--- src/rtl/pipeline_pkg.sv ---
// pipeline_pkg: shared FSM encoding and constants for the MIPS pipeline control blocks.
package pipeline_pkg;
    typedef enum logic [1:0] {
        RUN     = 2'b00,
        MDBUSY  = 2'b01,
        INTHOLD = 2'b10
    } state_t;
    localparam logic [31:0] EXC_VECTOR = 32'h8000_0180;
    localparam logic [4:0]  REG_ZERO   = 5'd0;
endpackage

--- src/rtl/pipeline_hazard_ctrl_hazard_detect.sv ---
// hazard_detect: combinational load-use detection between the EX load and the ID sources.
module hazard_detect
    import pipeline_pkg::*;
(
    input  logic       MemReadEX,
    input  logic [4:0] regwriteaddrEX,
    input  logic [4:0] rsaddrID,
    input  logic [4:0] rtaddrID,
    input  logic       UseRtID,
    output logic       lu
);
    assign lu = MemReadEX && (regwriteaddrEX != REG_ZERO) &&
                ((regwriteaddrEX == rsaddrID) || (UseRtID && (regwriteaddrEX == rtaddrID)));
endmodule

--- src/rtl/pipeline_hazard_ctrl.sv ---
// pipeline_hazard_ctrl: prioritised stall/flush sequencer for load-use, control,
// MUL/DIV occupancy and interrupt-entry hazards.
module pipeline_hazard_ctrl
    import pipeline_pkg::*;
#(
    parameter int MULDIV_CYCLES = 32,
    parameter int CNT_W         = 6
) (
    input  logic       clk,
    input  logic       reset,
    input  logic       intterupt,
    input  logic       IntEnable,
    input  logic       MemReadEX,
    input  logic [4:0] regwriteaddrEX,
    input  logic [4:0] rsaddrID,
    input  logic [4:0] rtaddrID,
    input  logic       UseRtID,
    input  logic       JumpID,
    input  logic       BranchTakenEX,
    input  logic       MulDivStartEX,
    input  logic       MulDivReqID,
    output logic       PCWrite,
    output logic       IFIDWrite,
    output logic       IFIDFlush,
    output logic       IDEXBubble,
    output logic       PCSelInt,
    output logic       IntAck,
    output logic       MulDivBusy,
    output logic       MulDivDone
);
    state_t             state_q, state_d;
    logic [CNT_W-1:0]   cnt_q, cnt_d;
    logic               lu, mdh, int_c;

    hazard_detect u_hazard_detect (
        .MemReadEX      (MemReadEX),
        .regwriteaddrEX (regwriteaddrEX),
        .rsaddrID       (rsaddrID),
        .rtaddrID       (rtaddrID),
        .UseRtID        (UseRtID),
        .lu             (lu)
    );

    assign mdh   = (state_q == MDBUSY) && MulDivReqID;
    assign int_c = intterupt && IntEnable && (state_q == RUN);

    always_comb begin
        state_d    = state_q;
        cnt_d      = cnt_q;
        PCWrite    = 1'b1;
        IFIDWrite  = 1'b1;
        IFIDFlush  = 1'b0;
        IDEXBubble = 1'b0;
        PCSelInt   = 1'b0;
        IntAck     = 1'b0;
        MulDivBusy = 1'b0;
        MulDivDone = 1'b0;
        if (int_c) begin
            IntAck     = 1'b1;
            PCSelInt   = 1'b1;
            IFIDFlush  = 1'b1;
            IDEXBubble = 1'b1;
        end else if (BranchTakenEX) begin
            IFIDFlush  = 1'b1;
            IDEXBubble = 1'b1;
        end else if (lu || mdh) begin
            PCWrite    = 1'b0;
            IFIDWrite  = 1'b0;
            IDEXBubble = 1'b1;
        end else if (JumpID) begin
            IFIDFlush  = 1'b1;
        end
        // An interrupt coincident with a MUL/DIV start squashes it; it re-executes after the handler.
        case (state_q)
            RUN: begin
                if (int_c) begin
                    state_d = INTHOLD;
                end else if (MulDivStartEX) begin
                    state_d = MDBUSY;
                    cnt_d   = CNT_W'(MULDIV_CYCLES - 1);
                end
            end
            MDBUSY: begin
                MulDivBusy = 1'b1;
                if (cnt_q == '0) begin
                    MulDivDone = 1'b1;
                    state_d    = RUN;
                end else begin
                    cnt_d = cnt_q - CNT_W'(1);
                end
            end
            INTHOLD: state_d = intterupt ? INTHOLD : RUN;
            default: state_d = RUN;
        endcase
        if (reset) begin
            PCWrite    = 1'b0;
            IFIDWrite  = 1'b0;
            IFIDFlush  = 1'b1;
            IDEXBubble = 1'b1;
            PCSelInt   = 1'b0;
            IntAck     = 1'b0;
            MulDivBusy = 1'b0;
            MulDivDone = 1'b0;
        end
    end

    always_ff @(posedge clk or posedge reset) begin
        if (reset) begin
            state_q <= RUN;
            cnt_q   <= '0;
        end else begin
            state_q <= state_d;
            cnt_q   <= cnt_d;
        end
    end
endmodule

--- config.mk ---
export PLATFORM = sky130hd
export DESIGN_NAME = pipeline_hazard_ctrl
export DESIGN_NICKNAME = d
export VERILOG_FILES = /design/src/rtl/pipeline_pkg.sv /design/src/rtl/pipeline_hazard_ctrl_hazard_detect.sv /design/src/rtl/pipeline_hazard_ctrl.sv
export SDC_FILE = /design/constraint.sdc
export NUM_CORES = 1
export LEC_CHECK = 0
export ABC_AREA = 0
export CELL_PAD_IN_SITES_DETAIL_PLACEMENT = 1
export CELL_PAD_IN_SITES_GLOBAL_PLACEMENT = 1
export CORE_ASPECT_RATIO = 1.5
export CORE_MARGIN = 4
export CORE_UTILIZATION = 26
export CTS_CLUSTER_SIZE = 40
export DETAILED_ROUTE_END_ITERATION = 12
export HOLD_SLACK_MARGIN = 0.15
export PLACE_DENSITY = 0.86
export SLEW_MARGIN = 20
export SYNTH_ARGS = -nofsm -noshare
export SYNTH_HDL_FRONTEND = slang
export SYNTH_HIERARCHICAL = 1
export SYNTH_SLANG_ARGS = --single-unit
export TNS_END_PERCENT = 100
--- constraint.sdc ---
create_clock -name clk -period 1.3 [get_ports clk]
set_input_delay 0.13 -clock clk [delete_from_list [all_inputs] [get_ports clk]]
set_output_delay 0.13 -clock clk [all_outputs]
set_load 0.005 [all_outputs]
==> results.toml <==
[sta]
holdWs_ps = 628
setup_ws_ps = -345
setup_viol = 15
worstMarginPinSlew_ps = 285
rsz0062_at_grt = "true"
hold_viol_final = 0
fin_worst_skew_ps = 8.37
fmax_mhz = 608
relSlewSlack_pct = 80.8
period_share_pct = 127
slew_viol_final = 0
min_period_ps = 1640

[power_and_ir_drop]
ir_worst_vdd_mv = 0.971
leakage_nw = 0.607
comb_power_share_pct = 72.5
switching_share_pct = 42.4
power_mw = 2.33
p_int_mw = 1.34
pwr-share-seq_pct = 18.6
power_density_nw_per_um2 = 1660
p_sw_mw = 0.986
pwr-share-clk_pct = 8.9

[grt]
first_global_vias = 964
antenna_found_initial = 0
grt_max_degree = 9
grt_pass1_wl_mm = 4.66
track_usage_pct = 17.1
grt_overflow = 0

[cells_and_area]
multiInputGateArea_sq_um = 596
final_cells = 179
regArea_sq_um = 201
final_cell_area_sq_um = 1400
antenna_cells = 0
drive_gt1_share_pct = 55.2
nets = 172
fillers = 310
area_growth_pct = 98.8

[placed_design]
dp.cells = 166
gp_congestion = 0.830
portBuffers = 32
place_area_sq_um = 1210
dp_hpwl_mm = 2.07

[floorplan]
die_w_um = 50.5
fp.dieArea_sq_um = 3620
die_h_um = 71.7
rows = 22
start_util_pct = 27.8
core_region_area_sq_um = 2530
ios = 33

[cts]
cts_inserted_buffers = 3
cts_tree = "built"
h-tree-depth = 1
clkLatencyLatePin_ps = 270
cts_root_buf = "clkbuf_4"
cts_sinks = 8
cts_max_path_buffers = 2
path_clk_slew_ps = 60

[worst_setup_path]
crit_type = "register to output port"
cp-end-kind = "output port"
cp_max_fo = 4
cp.required_ps = 1170
startpoint_type = "register"
regToRegStartpoint = "cnt_q[4]"
r2r_cells = 4
arrival_ps = 1510
cp-startpoint = "state_q[1]"
rrSetupSlack_ps = -180
rr_endpoint = "cnt_q[1]"

[drt]
remaining_drc_errors = 0
wl_mm = 3.25
wl_per_cell_um = 18.1
routed_via_density = 4.96
dr.first_iter.drc_count = 10
drtAntennaViolNets = 0
first_pass_iters = 4
vias = 888

[yosys]
yosys.area.top_type = "dfrtp_1"
synth_fp_nets = 107
synth_seq_cells = 8
yosys-top-cells-area = "dfrtp_1 (28%), xor2_1 (8.7%), a21oi_1 (7.8%), mux2i_1 (5.7%), xnor2_1 (3.7%)"
synthArstFlopShare_pct = 100
postSynthCellCount = 80
synth_flop_cell = "dfrtp_1"
synth_top_area_share_pct = 28.5
yosys_warnings = 6
syn_area_sq_um = 703
syn_area_per_cell_sq_um = 8.79
ys_types = 33
synth_edf_count = 0
synth-seq-area-share_pct = 28.5

[min_path]
hp-class = "register to register"
worstHoldStart = "cnt_q[0]"
min_path_cells = 2
hold_end = "cnt_q[0]"

[run]
maxCapViolCount = 0

[run_status]
outcome = "finished with violations"
violations = "negative setup slack"
-- worst max-delay path, stage by stage, from the launching register on --
cell      delay (ps)
dfrtp_1          410
and2b_1          230
a21o_1           200
buf_6            120
o211ai_1         150
buf_2            140
-- power by group through the flow --
stage                     Combinational, mW  Sequential [mW]  Clock [mW]
after floorplan                       0.544            0.435           0
after global placement                 1.09            0.401           0
after detailed placement               1.17            0.411           0
after CTS                              1.42            0.423       0.207
after global routing                   1.81            0.440       0.221
final                                  1.69            0.432       0.207
-- kinds of logic after synthesis --
kind of cell / share of synthesized area (%)
fa+ha+maj: 3.56
mux: 5.69
buf+inv: 4.98
flops: 28.5
xor+xnor: 12.5
simple gates: 26.9
compound gates: 18.0
-- metal layers --
layer	vias up	share of wire [%]	track usage, %
met1	428	34	16.1
met5	-	0	0
met2	35	58	34.7
met4	0	2.9	6.29
met3	9	5.6	3.53
li1	416	-	-
-- synth_stat cells, types with 2 or more instances --
master / instances
mux2i_1: 4
buf_4: 2
xor2_1: 7
nand3b_1: 3
nand3_1: 2
nor2_1: 5
inv_1: 4
dfrtp_1: 8
nand2b_1: 2
xnor2_1: 3
or3b_2: 2
nor3_1: 3
nand2_1: 3
nor3b_1: 2
a21oi_1: 11
ha_1: 2
-- worst max path at each step --
stage,to,slack (ps),cells past startpoint
3_5_place_dp,IFIDFlush,-1010,7
3_3_place_gp,IFIDFlush,-950,7
4_1_cts,IFIDFlush,-400,8
2_1_floorplan,PCWrite,-70,6
5_1_grt,IFIDFlush,-410,5
6_report,IFIDFlush,-340,5
-- repair_timing --
action / in CTS / in global routing
resized for setup: 81 / 20
hold buffers: 1 / 0
setup buffers: 4 / 5
endpoints found under the hold margin: 8 / 0
setup endpoints to repair: 15 / 15
pin swaps: 17 / 11
-- placed cells by master, fill, tap and decap left out, types with 3 or more instances in the layout --
cell type	Yosys	layout
nand3b_1	3	3
clkbuf_4	0	3
nor2_1	5	3
dfrtp_1	8	7
buf_4	2	23
buf_2	0	10
mux2i_1	4	3
xor2_1	7	6
clkdlybuf4s50_1	0	11
buf_6	0	9
a21oi_1	11	5
dlygate4sd2_1	0	5
a21oi_2	0	6
xnor2_1	3	3
-- state kept, by name (all words and copies together), names as in the netlist --
| signal | flops |
|---|---|
| cnt_q | 6 |
| state_q | 2 |
-- final cells by class --
cell class | count | share of cell area [%]
multi-input combinational | 65 | 42.6
clock buffer | 3 | 1.61
tap | 36 | 3.22
sequential | 8 | 14.4
timing repair buffer | 63 | 37.1
inverter | 4 | 1.07
-- metrics by stage --
stage / setup TNS (ps) / utilization, % / setup slack (ps)
finish: -2830 / 55.2 / -345
CTS: -2280 / 51.5 / -399
detailed placement: -5810 / 47.8 / -1010
global placement: -5330 / 47.8 / -951
floorplan: -70.7 / - / -70.7
global route: -3420 / 55.2 / -410
(Power assumes the default switching activity.)
